File: src/rtl/accum_seq_ctrl.sv
// Sequential accumulator/controller feeding a W-bit ripple add/sub stage.
// Optional saturation on signed overflow is compiled in with ACCUM_SAT_EN.
module accum_seq_ctrl #(
    parameter int W = 16
) (
    input  logic         clk,
    input  logic         rst,
    input  logic         in_valid,
    output logic         in_ready,
    input  logic [1:0]   op,
    input  logic [W-1:0] operand,
    output logic [W-1:0] as_A,
    output logic [W-1:0] as_B,
    output logic         as_c0,
    input  logic [W-1:0] as_S,
    input  logic         as_ovf,
    output logic [W-1:0] acc,
    output logic         out_valid,
    input  logic         out_ready,
    output logic         ovf_flag,
    output logic         ovf_sticky,
    output logic [1:0]   dbg_state
);

    localparam logic [1:0] OP_CLR  = 2'b00;
    localparam logic [1:0] OP_LOAD = 2'b01;
    localparam logic [1:0] OP_ADD  = 2'b10;
    localparam logic [1:0] OP_SUB  = 2'b11;

    // Handshakes: a command transfers on a rising edge with in_valid & in_ready;
    // a result transfers on a rising edge with out_valid & out_ready. Neither
    // valid depends combinationally on its ready.
    typedef enum logic [1:0] {
        IDLE = 2'b00,
        EXEC = 2'b01,
        RESP = 2'b10
    } state_t;

    state_t       state_q, state_d;
    logic [1:0]   op_q, op_d;
    logic [W-1:0] opnd_q, opnd_d;
    logic [W-1:0] acc_q, acc_d;
    logic         flag_q, flag_d;
    logic         sticky_q, sticky_d;

`ifdef ACCUM_SAT_EN
    localparam logic [W-1:0] SAT_POS = {1'b0, {(W-1){1'b1}}};
    localparam logic [W-1:0] SAT_NEG = {1'b1, {(W-1){1'b0}}};
`endif

    always_ff @(posedge clk) begin
        if (rst) begin
            state_q  <= IDLE;
            op_q     <= OP_CLR;
            opnd_q   <= '0;
            acc_q    <= '0;
            flag_q   <= 1'b0;
            sticky_q <= 1'b0;
        end else begin
            state_q  <= state_d;
            op_q     <= op_d;
            opnd_q   <= opnd_d;
            acc_q    <= acc_d;
            flag_q   <= flag_d;
            sticky_q <= sticky_d;
        end
    end

    always_comb begin
        state_d  = state_q;
        op_d     = op_q;
        opnd_d   = opnd_q;
        acc_d    = acc_q;
        flag_d   = flag_q;
        sticky_d = sticky_q;
        case (state_q)
            IDLE: begin
                if (in_valid) begin
                    op_d    = op;
                    opnd_d  = operand;
                    state_d = EXEC;
                end
            end
            EXEC: begin
                state_d = RESP;
                case (op_q)
                    OP_CLR: begin
                        acc_d    = '0;
                        flag_d   = 1'b0;
                        sticky_d = 1'b0;
                    end
                    OP_LOAD: begin
                        acc_d    = opnd_q;
                        flag_d   = 1'b0;
                        sticky_d = 1'b0;
                    end
                    default: begin
                        // ADD and SUB differ only in as_c0; the add/sub does the rest.
`ifdef ACCUM_SAT_EN
                        if (as_ovf) acc_d = acc_q[W-1] ? SAT_NEG : SAT_POS;
                        else        acc_d = as_S;
`else
                        acc_d = as_S;
`endif
                        flag_d   = as_ovf;
                        sticky_d = sticky_q | as_ovf;
                    end
                endcase
            end
            RESP: begin
                if (out_ready) state_d = IDLE;
            end
            default: state_d = IDLE;
        endcase
    end

    assign in_ready   = (state_q == IDLE);
    assign out_valid  = (state_q == RESP);
    assign as_A       = acc_q;
    assign as_B       = opnd_q;
    assign as_c0      = (op_q == OP_SUB);
    assign acc        = acc_q;
    assign ovf_flag   = flag_q;
    assign ovf_sticky = sticky_q;
    assign dbg_state  = state_q;

endmodule
File: config.mk
export PLATFORM = sky130hd
export DESIGN_NAME = accum_seq_ctrl
export DESIGN_NICKNAME = d
export VERILOG_FILES = /design/src/rtl/accum_seq_ctrl.sv
export SDC_FILE = /design/constraint.sdc
export NUM_CORES = 1
export LEC_CHECK = 0
export ABC_AREA = 1
export ABC_CLOCK_PERIOD_IN_PS = 1900
export BUFFER_PORTS_ARGS = -buffer_cell sky130_fd_sc_hd__buf_2
export CAP_MARGIN = 30
export CORE_MARGIN = 5
export CORE_UTILIZATION = 49
export DETAILED_ROUTE_END_ITERATION = 7
export PLACE_DENSITY = 0.95
export SYNTH_ARGS = -nofsm -noshare
export SYNTH_HDL_FRONTEND = slang
export SYNTH_SLANG_ARGS = --single-unit
export TNS_END_PERCENT = 30
File: constraint.sdc
create_clock -name clk -period 1.9 [get_ports clk]
set_clock_uncertainty 0.1 [all_clocks]
set_input_delay 0.38 -clock clk [delete_from_list [all_inputs] [get_ports clk]]
set_output_delay 0.38 -clock clk [all_outputs]
set_load 0.01 [all_outputs]
* Word level (Yosys, flattened, before mapping) *
Cells that the tools add are included.

word-level totals
  register bits after elaboration = 38
  input port bits = 39
  output and inout port bits = 55
  word-level logic and storage cells = 24

operators by class
  equality and inequality tests = 6
  mux-type cells = 6
  bitwise logic cells = 1
  reduce and logical (&&, ||, !) cells = 5

operators with widths
  operator                                                         number
  16-bit case mux with 2 select lines                              1
  2-bit case mux with 3 select lines                               1
  2-bit by 1-bit == test with 1-bit output, second input constant  2
  2-bit == test, second input constant                             2
  2-bit zero test                                                  2
  2-bit two-way mux                                                2
  2-bit AND reduction                                              2
  1-bit two-way mux                                                2
  2-bit by 1-bit != test with 1-bit output, second input constant  1
  2-bit != test, second input constant                             1
  2-bit OR reduction                                               1
  1-bit OR                                                         1

* Longest topological paths before layout *
  depth after elaboration = 3
  gate-level depth with buffers = 6
  depth with buffers taken out = 5

* Worst setup path after synthesis *
No wires, ideal clock.

  path type = reg2out
  start point = register state_q[0], in the netlist dbg_state[0]
  end point = output in_ready
  arrival time = 822 ps
  required time = 1420 ps
  setup slack = 598 ps
  cell stages (with the launch flop) = 4
  path buffers = 2
  cell sequence = dfxtp_1 nor2_2 buf_6 buf_8

on the way
  longest elaborated chain between the ends = 1

ends and longest elaborated chain
  what                    RTL line  source
  start, declared         39        state_t state_q, state_d;
  start signal, assigned  60        state_q <= state_d;
  2-bit zero test         117       assign in_ready = (state_q == IDLE);
  end, declared           9         output logic in_ready,

No other way between the ends.

* Worst setup path in the final report *
  start point = register state_q[1], in the netlist dbg_state[1]
  end point = output out_valid

on the way
  longest elaborated chain between the ends = 1

ends and longest elaborated chain
  what           RTL line  source
  2-bit == test  118       assign out_valid = (state_q == RESP);
  end, declared  18        output logic out_valid,

No other way between the ends.

==> results.txt <==
----------------------------------------------------
[Outcome]
  Outcome ... completed

[Timing]
  Aggregate negative setup slack ... 0 ps
  Tightest Pin Transition ... 573.3 ps
  Fmax ... 627.0 MHz
  Count of final max-slew check failures ... 0
  Minimum clock period after layout ... 1595 ps
  Tightest hold margin ... 198.5 ps
  Final number of setup-violating endpoints ... 0
  Unrepaired setup endpoints after global routing ... false
  Hold violation total from the final report ... 0
  Max_slew headroom ... 61.69%
  Final critical-path share of the clock period ... 83.94%

[Worst setup path]
  Origin of the worst setup path ... dbg_state[1]
  Category of the worst setup path launch point ... register
  Register-to-register setup slack ... 420 ps
  R2R cell count ... 5
  Max Fanout on Critical Path ... 4
  Startpoint of the lowest-slack register-to-register path ... op_q[1]
  Endpoint of the worst setup timing path ... out_valid
  Count of buffer and inverter cells on the critical path ... 2
  Cell-by-cell listing of the critical path ... inv_1 > nor2_1 > buf_2
  Worst EP required ... 1420 ps
  Cell with the biggest individual delay on the critical path ... sky130_fd_sc_hd__dfxtp_1
  WS Path Type ... register to output pin
  Family with the most delay on the worst path ... flip-flops
  Levels on crit path ... 3
  Critical Path Sink Type ... output pin
  End of the worst register-to-register path ... acc[12]
  Arrival time reported for the critical path endpoint ... 1110 ps
  Delay of the slowest critical-path stage ... 430 ps

[Global route]
  Number of antenna violations at the first check in global routing ... 0
  Total routing resource utilization after global routing ... 18.02%
  Pin count of the biggest net entering global routing ... 33
  Via count of the first global-routing pass ... 1654
  Wire length of the first global-routing pass ... 7.507 mm
  GRT Residual Overflow ... 0

[Power]
  Register share of total power ... 45.8%
  Post-route total power ... 1.993 mW
  Sw frac ... 28.89%
  Clk pwr share ... 34.3%
  Max IR drop VDD ... 0.5436 mV
  Internal power consumption ... 1.417 mW
  Power density over the cells ... 848.5 nW/um2
  Switching pwr ... 0.5758 mW
  Logic gate share of total power ... 20.0%
  Leakage component of the power ... 1.237 nW

[Synthesis]
  Cell taking the most area after synthesis ... sky130_fd_sc_hd__dfxtp_1
  Part of the Yosys area used for sequential elements ... 40.13%
  Main combinational cell family by area after synthesis ... simple AND/OR/NAND/NOR gates
  Post-synthesis simple-gate area fraction ... 38.35%
  Total number of yosys warnings ... 0
  Area fraction of the dominant cell type after synthesis ... 40.13%
  Synthesized area per cell ... 6.893 um2
  Cell types with the largest area share after synthesis ... sky130_fd_sc_hd__dfxtp_1 40%, sky130_fd_sc_hd__nor2_1 15%, sky130_fd_sc_hd__nand2_1 11%
  Share of synthesized area spent on multiplexers ... 0%
  Synth Area in XOR/XNOR ... 0%
  Synth Instances ... 275
  Post-synthesis share of cell area spent on full adders, half adders and majority gates ... 0%
  Post-Synthesis Cell Area ... 1896 um2
  Number of flip-flops and latches in the synthesized netlist ... 38
  Share of the synthesized area in compound gates (AO/OA/AOI/OAI) ... 5.017%
  Post-synthesis net count ... 314
  Count of distinct cell types in the synthesized netlist ... 21

[Placed design]
  Number of cells in the design after placement ... 391
  Buffers on Ports ... 93
  GPL Wtd Cong ... 0.8289
  Detailed-placement wirelength estimate ... 3.551 mm

[CTS]
  Cts bufs inserted ... 5
  Post-cts hold buffer count ... 0
  Clock tree from TritonCTS ... built
  Number of gates given a new drive strength after cts ... 0
  Clock root buffer master ... sky130_fd_sc_hd__clkbuf_8
  Clock slew at the register clock pins of the worst setup and hold paths ... 80 ps
  Maximum buffer depth of the clock tree ... 2
  Total clock sinks ... 38
  Htree depth ... 2
  Clock latency at the later pin of the worst-skew pair ... 280 ps
  Count of buffers added by post-CTS timing repair for setup ... 0

[Route]
  TritonRoute pass-1 iters ... 4
  Mean number of vias per cell ... 4.451
  Final antenna-violating net count ... 0
  Drt wl/cell ... 11.62 um
  DRT iter0 DRCs ... 111
  Number of vias in the routed layout ... 1776
  DRC violations left ... 0
  Total wirelength of the detailed-routed design ... 4.637 mm

[Floorplan]
  Floorplan core area ... 3716 um2
  Die boundary height ... 72.20 um
  Initial Utilization ... 51.01%
  Die ar. ... 5212 um2
  Number of top-level design ports ... 94
  Die boundary width ... 72.20 um
  # rows ... 22

[Run]
  Max-capacitance violation count ... 0

[Cells and area]
  Ant diodes ... 0
  Number of fillers in the final layout ... 337
  Non-filler cells in the finished layout ... 399
  Post-route core utilization ... 63.20%
  P&R area growth vs syn ... 23.89%
  Fraction of layout cells with a size suffix above 1 ... 34.19%
  Final layout net count ... 389

[Worst hold path]
  Hold Path Class ... input port to register

----------------------------------------------------
-- registers in the layout, summed over array words and instances (netlist names) --
name	count
ovf_flag	1
acc	16
as_B	16
dbg_state	2
ovf_sticky	1
op_q	2
-- cells in the final DEF (no fill, tap or decap), types with 2 or more instances in the layout --
cell	n
sky130_fd_sc_hd__dfxtp_1	38
sky130_fd_sc_hd__nand2_1	56
sky130_fd_sc_hd__clkbuf_8	5
sky130_fd_sc_hd__nor2_2	9
sky130_fd_sc_hd__buf_4	5
sky130_fd_sc_hd__nand3b_1	17
sky130_fd_sc_hd__buf_2	93
sky130_fd_sc_hd__o21ai_0	15
sky130_fd_sc_hd__clkinvlp_4	2
sky130_fd_sc_hd__nor2_1	78
sky130_fd_sc_hd__inv_1	21
sky130_fd_sc_hd__a21oi_1	3
-- cell type report --
class | instances | area (um2) | share of cell area [%]
sequential | 38 | 760.7 | 32.39
tap | 48 | 60.06 | 2.557
clock inverter | 3 | 45.04 | 1.918
clock buffer | 5 | 68.82 | 2.930
multi-input combinational | 184 | 822.0 | 35.00
timing repair buffer | 98 | 503.0 | 21.42
inverter | 23 | 88.84 | 3.783
-- layer usage --
layer	vias to the layer above	share of wire [%]	wire (um)	track usage, %
li1	964	-	-	-
met1	739	43	1999	22.95
met2	65	49	2273	30.13
met3	8	6.3	293	3.463
met4	0	1.5	70	6.681
met5	-	0	0	0
-- how the worst min path moves through the flow --
stage,depth (start not counted),to,slack (ps),start
2_1_floorplan,1,dbg_state[1],350,rst
3_3_place_gp,2,ovf_flag,350,ovf_flag
3_5_place_dp,2,ovf_sticky,360,ovf_sticky
4_1_cts,2,dbg_state[1],190,rst
5_1_grt,2,ovf_flag,200,rst
6_report,2,dbg_state[1],200,rst
-- power groups by stage --
stage | sequential, mW | clock (mW) | combinational (mW)
after floorplan | 0.947 | 0 | 0.265
after global placement | 0.928 | 0 | 0.393
after detailed placement | 0.930 | 0 | 0.400
after CTS | 0.912 | 0.692 | 0.403
after global routing | 0.924 | 0.722 | 0.449
final | 0.912 | 0.683 | 0.398
-- cells in the mapped netlist --
cell type                   n
sky130_fd_sc_hd__nand3_1    1
sky130_fd_sc_hd__nor2_4     1
sky130_fd_sc_hd__nand3b_1  17
sky130_fd_sc_hd__a21oi_1    3
sky130_fd_sc_hd__buf_6      2
sky130_fd_sc_hd__nor2_1    78
sky130_fd_sc_hd__dfxtp_1   38
sky130_fd_sc_hd__o21ai_1    1
sky130_fd_sc_hd__nor2_2     9
sky130_fd_sc_hd__buf_2      5
sky130_fd_sc_hd__buf_8      1
sky130_fd_sc_hd__clkbuf_1   1
sky130_fd_sc_hd__inv_4      1
sky130_fd_sc_hd__nand2_2    1
sky130_fd_sc_hd__nand2_1   56
sky130_fd_sc_hd__nand4_1    1
sky130_fd_sc_hd__inv_2      1
sky130_fd_sc_hd__inv_1     21
sky130_fd_sc_hd__buf_4     21
sky130_fd_sc_hd__o21ai_0   15
sky130_fd_sc_hd__nand3b_2   1
-- metrics by stage --
stage	cell area, um2	setup WS, ps
floorplan	1896	598.3
global route	2349	155.0
finish	2349	305.2
detailed placement	2235	455.2
global placement	2235	472.7
CTS	2349	305.7
-- cells by family after synthesis --
family	after synthesis
AO/OA/AOI/OAI	19
AND/OR/NAND/NOR	165
flip-flops	38
buffers and inverters	53
-- worst register-to-register path: stages, from the launching register on --
cell and delay [ps]:
sky130_fd_sc_hd__dfxtp_1 490, sky130_fd_sc_hd__inv_1 100, sky130_fd_sc_hd__nand2_1 390, sky130_fd_sc_hd__nor2_1 110, sky130_fd_sc_hd__nor2_1 130, sky130_fd_sc_hd__nor2_1 50
No activity file was read; power rests on OpenSTA's default activity.
